### config.mk
export PLATFORM = sky130hd
export DESIGN_NAME = mdio_peripheral_mp
export DESIGN_NICKNAME = d
export VERILOG_FILES = /design/src/rtl/mdio_peripheral_mp_pkg.sv /design/src/rtl/mdio_peripheral_mp_shifter.sv /design/src/rtl/mdio_peripheral_mp.sv
export SDC_FILE = /design/constraint.sdc
export NUM_CORES = 1
export LEC_CHECK = 0
export ABC_CLOCK_PERIOD_IN_PS = 5300
export CELL_PAD_IN_SITES_DETAIL_PLACEMENT = 1
export CELL_PAD_IN_SITES_GLOBAL_PLACEMENT = 1
export CORE_MARGIN = 5
export CORE_UTILIZATION = 35
export DETAILED_ROUTE_END_ITERATION = 10
export GPL_TIMING_DRIVEN = 1
export PLACE_DENSITY_LB_ADDON = 0.1
export SYNTH_ARGS = -nofsm -noshare
export SYNTH_HDL_FRONTEND = slang
export SYNTH_SLANG_ARGS = --single-unit
### constraint.sdc
create_clock -name MDC -period 5.3 [get_ports MDC]
set_clock_uncertainty 0.2 [all_clocks]
set_input_delay 1.325 -clock MDC [delete_from_list [all_inputs] [get_ports MDC]]
set_output_delay 1.325 -clock MDC [all_outputs]
set_load 0.005 [all_outputs]
### src/rtl/mdio_peripheral_mp_pkg.sv
// Shared constants and FSM state encoding for the Clause 22 MDIO management peripheral.
package mdio_peripheral_mp_pkg;

    localparam logic [1:0] OP_WRITE   = 2'b01;
    localparam logic [1:0] OP_READ    = 2'b10;
    localparam logic [1:0] ST_PATTERN = 2'b01;
    localparam logic [1:0] TA_WRITE   = 2'b10;

    localparam int FRAME_DATA_BITS = 16;

    typedef enum logic [3:0] {
        S_PRE   = 4'd0,
        S_ST    = 4'd1,
        S_OP    = 4'd2,
        S_PHYAD = 4'd3,
        S_REGAD = 4'd4,
        S_TA    = 4'd5,
        S_WDATA = 4'd6,
        S_RDATA = 4'd7,
        S_SKIP  = 4'd8
    } mdio_state_e;

endpackage

### src/rtl/mdio_peripheral_mp_shifter.sv
// 16-bit serial shifter (SIPO/PISO with parallel load) plus a 5-bit bit counter with terminal-count flag.
module mdio_peripheral_mp_shifter
    import mdio_peripheral_mp_pkg::*;
(
    input  logic                       clk,
    input  logic                       reset,
    input  logic                       load,
    input  logic [FRAME_DATA_BITS-1:0] load_val,
    input  logic                       shift,
    input  logic                       sin,
    input  logic                       cnt_clr,
    input  logic                       cnt_inc,
    input  logic [4:0]                 tc_val,
    output logic [FRAME_DATA_BITS-1:0] q,
    output logic                       tc
);

    logic [FRAME_DATA_BITS-1:0] q_r;
    logic [4:0]                 cnt_r;

    // Shift register and bit counter; load wins over shift.
    always_ff @(posedge clk) begin
        if (reset) begin
            q_r   <= {FRAME_DATA_BITS{1'b0}};
            cnt_r <= 5'd0;
        end else begin
            if (load) begin
                q_r <= load_val;
            end else if (shift) begin
                q_r <= {q_r[FRAME_DATA_BITS-2:0], sin};
            end else begin
                q_r <= q_r;
            end
            if (cnt_clr) begin
                cnt_r <= 5'd0;
            end else if (cnt_inc) begin
                cnt_r <= cnt_r + 5'd1;
            end else begin
                cnt_r <= cnt_r;
            end
        end
    end

    assign q  = q_r;
    assign tc = (cnt_r == tc_val);

endmodule

### src/rtl/mdio_peripheral_mp.sv
// Clause 22 MDIO PHY-side management slave clocked by MDC.
// Optional MDIO_PREAMBLE_SUPPRESS_EN: accept an ST with no preamble after a completed addressed frame.
module mdio_peripheral_mp
    import mdio_peripheral_mp_pkg::*;
#(
    parameter logic [4:0] PHY_BASE     = 5'h01,
    parameter int         NUM_PHY      = 1,
    parameter int         DATA_WIDTH   = 16,
    parameter int         PREAMBLE_LEN = 32
) (
    input  logic                  MDC,
    input  logic                  RESET,
    input  logic                  MDIO_OUT,
    input  logic                  MDIO_OE,
    input  logic [DATA_WIDTH-1:0] RD_DATA,
    output logic                  MDIO_IN,
    output logic                  MDIO_IN_OE,
    output logic [4:0]            ADDR,
    output logic [4:0]            PHY_SEL,
    output logic [DATA_WIDTH-1:0] WR_DATA,
    output logic                  WR_STB,
    output logic                  RD_STB,
    output logic                  MDIO_DONE,
    output logic                  FRAME_ERR
);

    localparam logic [5:0] PRE_LEN = 6'(PREAMBLE_LEN);
    localparam logic [5:0] NUM6    = 6'(NUM_PHY);

    mdio_state_e state_r, state_nxt;
    logic [5:0]  pre_cnt_r, pre_cnt_nxt;
    logic        is_read_r, is_read_nxt, match_r, match_nxt;
    logic        mdio_in_r, mdio_in_nxt, mdio_in_oe_r, mdio_in_oe_nxt;
    logic [4:0]  addr_r, addr_nxt, phy_sel_r, phy_sel_nxt;
    logic [DATA_WIDTH-1:0] wr_data_r, wr_data_nxt;
    logic        wr_stb_r, wr_stb_nxt, rd_stb_r, rd_stb_nxt;
    logic        done_r, done_nxt, err_r, err_nxt;

    logic        line_s, sup_s, match_s;
    logic [4:0]  phyad_s, phy_off_s;
    logic [FRAME_DATA_BITS-1:0] sh_q_s, rd16_s, wdat16_s;
    logic        sh_load_s, sh_shift_s, sh_sin_s, cnt_clr_s, cnt_inc_s, sh_tc_s;
    logic [4:0]  tc_val_s;

    // A released line reads as 1 through the pull-up.
    assign line_s    = MDIO_OE ? MDIO_OUT : 1'b1;
    assign phyad_s   = {sh_q_s[3:0], line_s};
    assign phy_off_s = phyad_s - PHY_BASE;
    assign match_s   = (phyad_s >= PHY_BASE) && ({1'b0, phy_off_s} < NUM6);
    assign rd16_s    = FRAME_DATA_BITS'(RD_DATA);
    assign wdat16_s  = {sh_q_s[FRAME_DATA_BITS-2:0], line_s};

    mdio_peripheral_mp_shifter u_shifter (
        .clk      (MDC),
        .reset    (RESET),
        .load     (sh_load_s),
        .load_val (rd16_s),
        .shift    (sh_shift_s),
        .sin      (sh_sin_s),
        .cnt_clr  (cnt_clr_s),
        .cnt_inc  (cnt_inc_s),
        .tc_val   (tc_val_s),
        .q        (sh_q_s),
        .tc       (sh_tc_s)
    );

`ifdef MDIO_PREAMBLE_SUPPRESS_EN
    logic sup_r, sup_nxt;

    // Suppression arms on a completed frame and disarms on any frame error.
    always_comb begin
        sup_nxt = sup_r;
        if (err_nxt) begin
            sup_nxt = 1'b0;
        end else if (done_nxt) begin
            sup_nxt = 1'b1;
        end else begin
            sup_nxt = sup_r;
        end
    end

    // Preamble-suppression flag register.
    always_ff @(posedge MDC) begin
        if (RESET) begin
            sup_r <= 1'b0;
        end else begin
            sup_r <= sup_nxt;
        end
    end

    assign sup_s = sup_r;
`else
    assign sup_s = 1'b0;
`endif

    // FSM state register.
    always_ff @(posedge MDC) begin
        if (RESET) begin
            state_r <= S_PRE;
        end else begin
            state_r <= state_nxt;
        end
    end

    // Frame parser: next state, shifter control and next values of all output registers.
    always_comb begin
        state_nxt      = state_r;
        pre_cnt_nxt    = pre_cnt_r;
        is_read_nxt    = is_read_r;
        match_nxt      = match_r;
        mdio_in_nxt    = mdio_in_r;
        mdio_in_oe_nxt = mdio_in_oe_r;
        addr_nxt       = addr_r;
        phy_sel_nxt    = phy_sel_r;
        wr_data_nxt    = wr_data_r;
        wr_stb_nxt     = 1'b0;
        rd_stb_nxt     = 1'b0;
        done_nxt       = 1'b0;
        err_nxt        = 1'b0;
        sh_load_s      = 1'b0;
        sh_shift_s     = 1'b0;
        sh_sin_s       = line_s;
        cnt_clr_s      = 1'b0;
        cnt_inc_s      = 1'b0;
        tc_val_s       = 5'd0;
        case (state_r)
            S_PRE: begin
                cnt_clr_s = 1'b1;
                if (line_s) begin
                    pre_cnt_nxt = (pre_cnt_r == PRE_LEN) ? pre_cnt_r : pre_cnt_r + 6'd1;
                end else if ((pre_cnt_r == PRE_LEN) || sup_s) begin
                    pre_cnt_nxt = 6'd0;
                    state_nxt   = S_ST;
                end else begin
                    pre_cnt_nxt = 6'd0;
                end
            end
            S_ST: begin
                cnt_clr_s = 1'b1;
                if ({1'b0, line_s} == ST_PATTERN) begin
                    state_nxt = S_OP;
                end else begin
                    state_nxt = S_PRE;
                end
            end
            S_OP: begin
                tc_val_s   = 5'd1;
                sh_shift_s = 1'b1;
                if (!sh_tc_s) begin
                    cnt_inc_s = 1'b1;
                end else if ({sh_q_s[0], line_s} == OP_WRITE || {sh_q_s[0], line_s} == OP_READ) begin
                    cnt_clr_s   = 1'b1;
                    is_read_nxt = ({sh_q_s[0], line_s} == OP_READ);
                    state_nxt   = S_PHYAD;
                end else begin
                    cnt_clr_s = 1'b1;
                    err_nxt   = 1'b1;
                    state_nxt = S_PRE;
                end
            end
            S_PHYAD: begin
                tc_val_s   = 5'd4;
                sh_shift_s = 1'b1;
                if (sh_tc_s) begin
                    cnt_clr_s   = 1'b1;
                    match_nxt   = match_s;
                    phy_sel_nxt = match_s ? phy_off_s : phy_sel_r;
                    state_nxt   = S_REGAD;
                end else begin
                    cnt_inc_s = 1'b1;
                end
            end
            S_REGAD: begin
                tc_val_s   = 5'd4;
                sh_shift_s = 1'b1;
                if (!sh_tc_s) begin
                    cnt_inc_s = 1'b1;
                end else if (match_r) begin
                    cnt_clr_s  = 1'b1;
                    addr_nxt   = {sh_q_s[3:0], line_s};
                    rd_stb_nxt = is_read_r;
                    state_nxt  = S_TA;
                end else begin
                    cnt_clr_s = 1'b1;
                    state_nxt = S_SKIP;
                end
            end
            S_TA: begin
                tc_val_s = 5'd1;
                if (is_read_r) begin
                    if (sh_tc_s) begin
                        cnt_clr_s   = 1'b1;
                        sh_shift_s  = 1'b1;
                        sh_sin_s    = 1'b0;
                        mdio_in_nxt = sh_q_s[FRAME_DATA_BITS-1];
                        state_nxt   = S_RDATA;
                    end else begin
                        cnt_inc_s      = 1'b1;
                        sh_load_s      = 1'b1;
                        mdio_in_oe_nxt = 1'b1;
                        mdio_in_nxt    = 1'b0;
                    end
                end else begin
                    sh_shift_s = 1'b1;
                    if (!sh_tc_s) begin
                        cnt_inc_s = 1'b1;
                    end else if ({sh_q_s[0], line_s} == TA_WRITE) begin
                        cnt_clr_s = 1'b1;
                        state_nxt = S_WDATA;
                    end else begin
                        cnt_clr_s = 1'b1;
                        err_nxt   = 1'b1;
                        state_nxt = S_PRE;
                    end
                end
            end
            S_WDATA: begin
                tc_val_s   = 5'(FRAME_DATA_BITS - 1);
                sh_shift_s = 1'b1;
                if (sh_tc_s) begin
                    cnt_clr_s   = 1'b1;
                    wr_data_nxt = DATA_WIDTH'(wdat16_s);
                    wr_stb_nxt  = 1'b1;
                    done_nxt    = 1'b1;
                    state_nxt   = S_PRE;
                end else begin
                    cnt_inc_s = 1'b1;
                end
            end
            S_RDATA: begin
                tc_val_s = 5'(FRAME_DATA_BITS - 1);
                if (sh_tc_s) begin
                    cnt_clr_s      = 1'b1;
                    mdio_in_oe_nxt = 1'b0;
                    mdio_in_nxt    = 1'b1;
                    done_nxt       = 1'b1;
                    state_nxt      = S_PRE;
                end else begin
                    cnt_inc_s   = 1'b1;
                    sh_shift_s  = 1'b1;
                    sh_sin_s    = 1'b0;
                    mdio_in_nxt = sh_q_s[FRAME_DATA_BITS-1];
                end
            end
            S_SKIP: begin
                // TA plus data bits of a frame for another PHY.
                tc_val_s = 5'(FRAME_DATA_BITS + 1);
                if (sh_tc_s) begin
                    cnt_clr_s = 1'b1;
                    state_nxt = S_PRE;
                end else begin
                    cnt_inc_s = 1'b1;
                end
            end
            default: begin
                cnt_clr_s   = 1'b1;
                pre_cnt_nxt = 6'd0;
                state_nxt   = S_PRE;
            end
        endcase
    end

    // Datapath and output registers.
    always_ff @(posedge MDC) begin
        if (RESET) begin
            pre_cnt_r    <= 6'd0;
            is_read_r    <= 1'b0;
            match_r      <= 1'b0;
            mdio_in_r    <= 1'b1;
            mdio_in_oe_r <= 1'b0;
            addr_r       <= 5'd0;
            phy_sel_r    <= 5'd0;
            wr_data_r    <= {DATA_WIDTH{1'b0}};
            wr_stb_r     <= 1'b0;
            rd_stb_r     <= 1'b0;
            done_r       <= 1'b0;
            err_r        <= 1'b0;
        end else begin
            pre_cnt_r    <= pre_cnt_nxt;
            is_read_r    <= is_read_nxt;
            match_r      <= match_nxt;
            mdio_in_r    <= mdio_in_nxt;
            mdio_in_oe_r <= mdio_in_oe_nxt;
            addr_r       <= addr_nxt;
            phy_sel_r    <= phy_sel_nxt;
            wr_data_r    <= wr_data_nxt;
            wr_stb_r     <= wr_stb_nxt;
            rd_stb_r     <= rd_stb_nxt;
            done_r       <= done_nxt;
            err_r        <= err_nxt;
        end
    end

    assign MDIO_IN    = mdio_in_r;
    assign MDIO_IN_OE = mdio_in_oe_r;
    assign ADDR       = addr_r;
    assign PHY_SEL    = phy_sel_r;
    assign WR_DATA    = wr_data_r;
    assign WR_STB     = wr_stb_r;
    assign RD_STB     = rd_stb_r;
    assign MDIO_DONE  = done_r;
    assign FRAME_ERR  = err_r;

endmodule

==> impl_metrics.py <==
metrics = {
    "status": {
        "status": "complete, no violations",
    },
    "yosys": {
        "ys_top_cells_by_area": "dfxtp_1 43%, mux2i_1 12%, nor2_1 6.8%, a211oi_1 4.5%, ha_1 2.5%",
        "yosysSeqAreaShare_pct": 43.4,
        "syn_inst": 329,
        "syn_area_um2": 3000,
        "yosysTopAreaCellShare_pct": 43.4,
        "yosys.area.top_type": "dfxtp_1",
        "ys_warn_count": 0,
        "synth_edf_count": 0,
        "ys.flop_type": "dfxtp_1",
        "synth_fp_nets": 355,
        "syn_avg_cell_area_um2": 9.12,
        "async_flop_share_pct": 0,
        "yosys.cell_types.count": 51,
        "synth-seq-cells": 65,
    },
    "cells_and_area": {
        "synthToLayoutAreaGrowth_pct": 24.1,
        "fillers": 952,
        "drive_gt1_share_pct": 6.40,
        "final_util_pct": 44.9,
        "layout_commonest_cell": "dfxtp_1",
        "num_antenna_cells": 0,
        "fin_cells": 480,
        "layout_common_cells": "65 x dfxtp_1, 54 x nor2_1, 50 x clkdlybuf4s50_1",
        "nets": 396,
        "final_cell_area_um2": 3720,
    },
    "global_route": {
        "antenna_found_initial": 0,
        "use_met1_pct": 19.4,
        "grtUsageMet3_pct": 4.53,
        "met2_usage_pct": 25.1,
        "busiest_layer": "met2",
        "overflow": 0,
        "track_usage_pct": 15.3,
        "grt_pass1_wl_um": 12700,
        "grt_max_degree": 59,
        "grt_pass1_vias": 2585,
    },
    "placement": {
        "place_area_um2": 3530,
        "hpwl_um": 5230,
        "dp.cells": 464,
        "numPortBuffers": 51,
        "gp_congestion": 0.786,
    },
    "setup_path": {
        "crit_path_max_fanout": 8,
        "critPathLaunchType": "input pin",
        "slowest_stage": "clkdlybuf4s50_1",
        "worstRegToRegCells": 6,
        "critPathKind": "input pin to flop",
        "critical_path.max_stage_delay_ns": 0.44,
        "arrival_ns": 3.72,
        "worstPathRequired_ns": 5.34,
        "worst_setup_path_end_kind": "flop",
        "crit_chain": "clkdlybuf4s50_1 > nor2b_1 > inv_1 > ha_1 > or3_1 > nor3_1 > a31oi_1 > and2_1",
    },
    "sta": {
        "fin_setup_tns_ns": 0,
        "finalCriticalPeriod_ns": 3.68,
        "max_freq_mhz": 271,
        "slew_viol_final": 0,
        "setup_viol": 0,
        "worst_slew_pin_slew_ns": 1.04,
        "rsz0062_at_grt": "false",
        "finalHoldViolations": 0,
        "slew_headroom_pct": 30.5,
        "period_share_pct": 69.5,
        "hold_ws_ns": 0.269,
    },
    "clocking": {
        "clockBufferDepth": 2,
        "clkSinkCount": 65,
        "clkTransAtPathRegs_ns": 0.07,
        "hold_buffers": 0,
        "cts_setup_buffers": 0,
        "cts_buffers": 9,
        "clk_root_buffer_cell": "clkbuf_8",
        "h-tree-depth": 3,
        "cts_tree": "built",
        "insertion_delay_ns": 0.34,
        "cts_resized": 0,
    },
    "power_and_ir_drop": {
        "p_int_mw": 0.703,
        "p_switching_mw": 0.221,
        "switching_share_pct": 23.9,
        "clkPwrFrac_pct": 43.4,
        "p_seq_share_pct": 53.1,
        "vdd_drop_max_uv": 116,
        "leakage_nw": 1.38,
        "p_per_area_nw_per_um2": 248,
        "p_comb_share_pct": 3.5,
    },
    "worst_hold_path": {
        "min_path_cells": 1,
        "hold_class": "flop to flop",
    },
    "routing": {
        "wirelength_um": 7700,
        "drc": 0,
        "dr.pass1.iters": 4,
        "vias": 2552,
        "drtIter0Drc": 73,
        "viasPerCell": 5.32,
        "postRouteAntennaNets": 0,
        "wl_per_cell_um": 16.1,
    },
    "die": {
        "die_h_um": 103,
        "dieWidth_um": 103,
        "die_area_um2": 10500,
        "initial_core_util_pct": 36.2,
        "core_region_area_um2": 8300,
        "rows": 33,
        "io_pins": 52,
    },
    "flow_run": {
        "max_cap_violations": 0,
    },
}
==> critical path: cells and delay by family <==
| kind | cells | cell delay (ns) |
|---|---|---|
| AO/OA/AOI/OAI | 1 | 0.19 |
| adder cells (fa/ha/maj) | 1 | 0.34 |
| buffers and inverters | 2 | 0.66 |
| AND/OR/NAND/NOR | 4 | 1.20 |
==> power by group through the flow <==
stage	logic, mW	clock network [mW]	registers, mW
finish	0.0321	0.401	0.491
detailed placement	0.0326	0	0.502
floorplan	0.0150	0	0.502
global placement	0.0326	0	0.502
global route	0.0353	0.434	0.491
CTS	0.0327	0.415	0.491
==> Yosys cell counts (6+ instances only) <==
cell type / n
nor3_1: 6
and2_1: 6
dfxtp_1: 65
o21ai_0: 9
inv_1: 7
mux2i_1: 35
clkbuf_1: 15
nand3_1: 7
xor2_1: 7
a21oi_1: 9
nor2_1: 54
a211oi_1: 18
nand2_1: 17
ha_1: 6
==> final timing paths <==
check / slack, ns / end / startpoint
max: 1.62 / PHY_SEL[1] / MDIO_OE
min: 0.27 / MDIO_IN / u_shifter.q[15]
max reg2reg: 1.87 / WR_DATA[0] / state_r[2]
min reg2reg: 0.27 / MDIO_IN / u_shifter.q[15]
==> state kept, by name, indices dropped and copies added (netlist names) <==
register	cells
u_shifter.q	16
is_read_r	1
PHY_SEL	5
WR_STB	1
u_shifter.cnt_r	5
FRAME_ERR	1
MDIO_IN	1
RD_STB	1
MDIO_DONE	1
match_r	1
state_r	4
pre_cnt_r	6
MDIO_IN_OE	1
ADDR	5
WR_DATA	16
==> per-stage QoR <==
stage | setup WS, ns | total power [mW]
floorplan | 2.13 | 0.517
finish | 1.62 | 0.924
detailed placement | 1.24 | 0.535
global placement | 1.32 | 0.535
global route | 1.42 | 0.961
CTS | 1.62 | 0.938
==> per-layer routing <==
layer	vias up	wire length, µm
met1	1238	3570
met5	-	0
met2	53	3710
met3	5	360
met4	0	65
li1	1256	-
==> final cells by class <==
| class | count | area, µm² | share of cell area [%] |
|---|---|---|---|
| Clock inverter | 5 | 38.8 | 1.04 |
| Sequential cell | 65 | 1300 | 34.9 |
| Clock buffer | 11 | 151 | 4.07 |
| Multi-Input combinational cell | 235 | 1560 | 41.9 |
| Timing Repair Buffer | 52 | 513 | 13.8 |
| Inverter | 7 | 26.3 | 0.706 |
| Tap cell | 105 | 131 | 3.53 |
==> cell families after synthesis <==
logic type      share of synthesized area [%]
xor+xnor                                 2.63
buf+inv                                  4.75
compound gates                           14.2
mux                                      12.2
fa+ha+maj                                2.50
flops                                    43.4
simple gates                             20.4
Note: power is estimated with default switching activity, not from simulation.
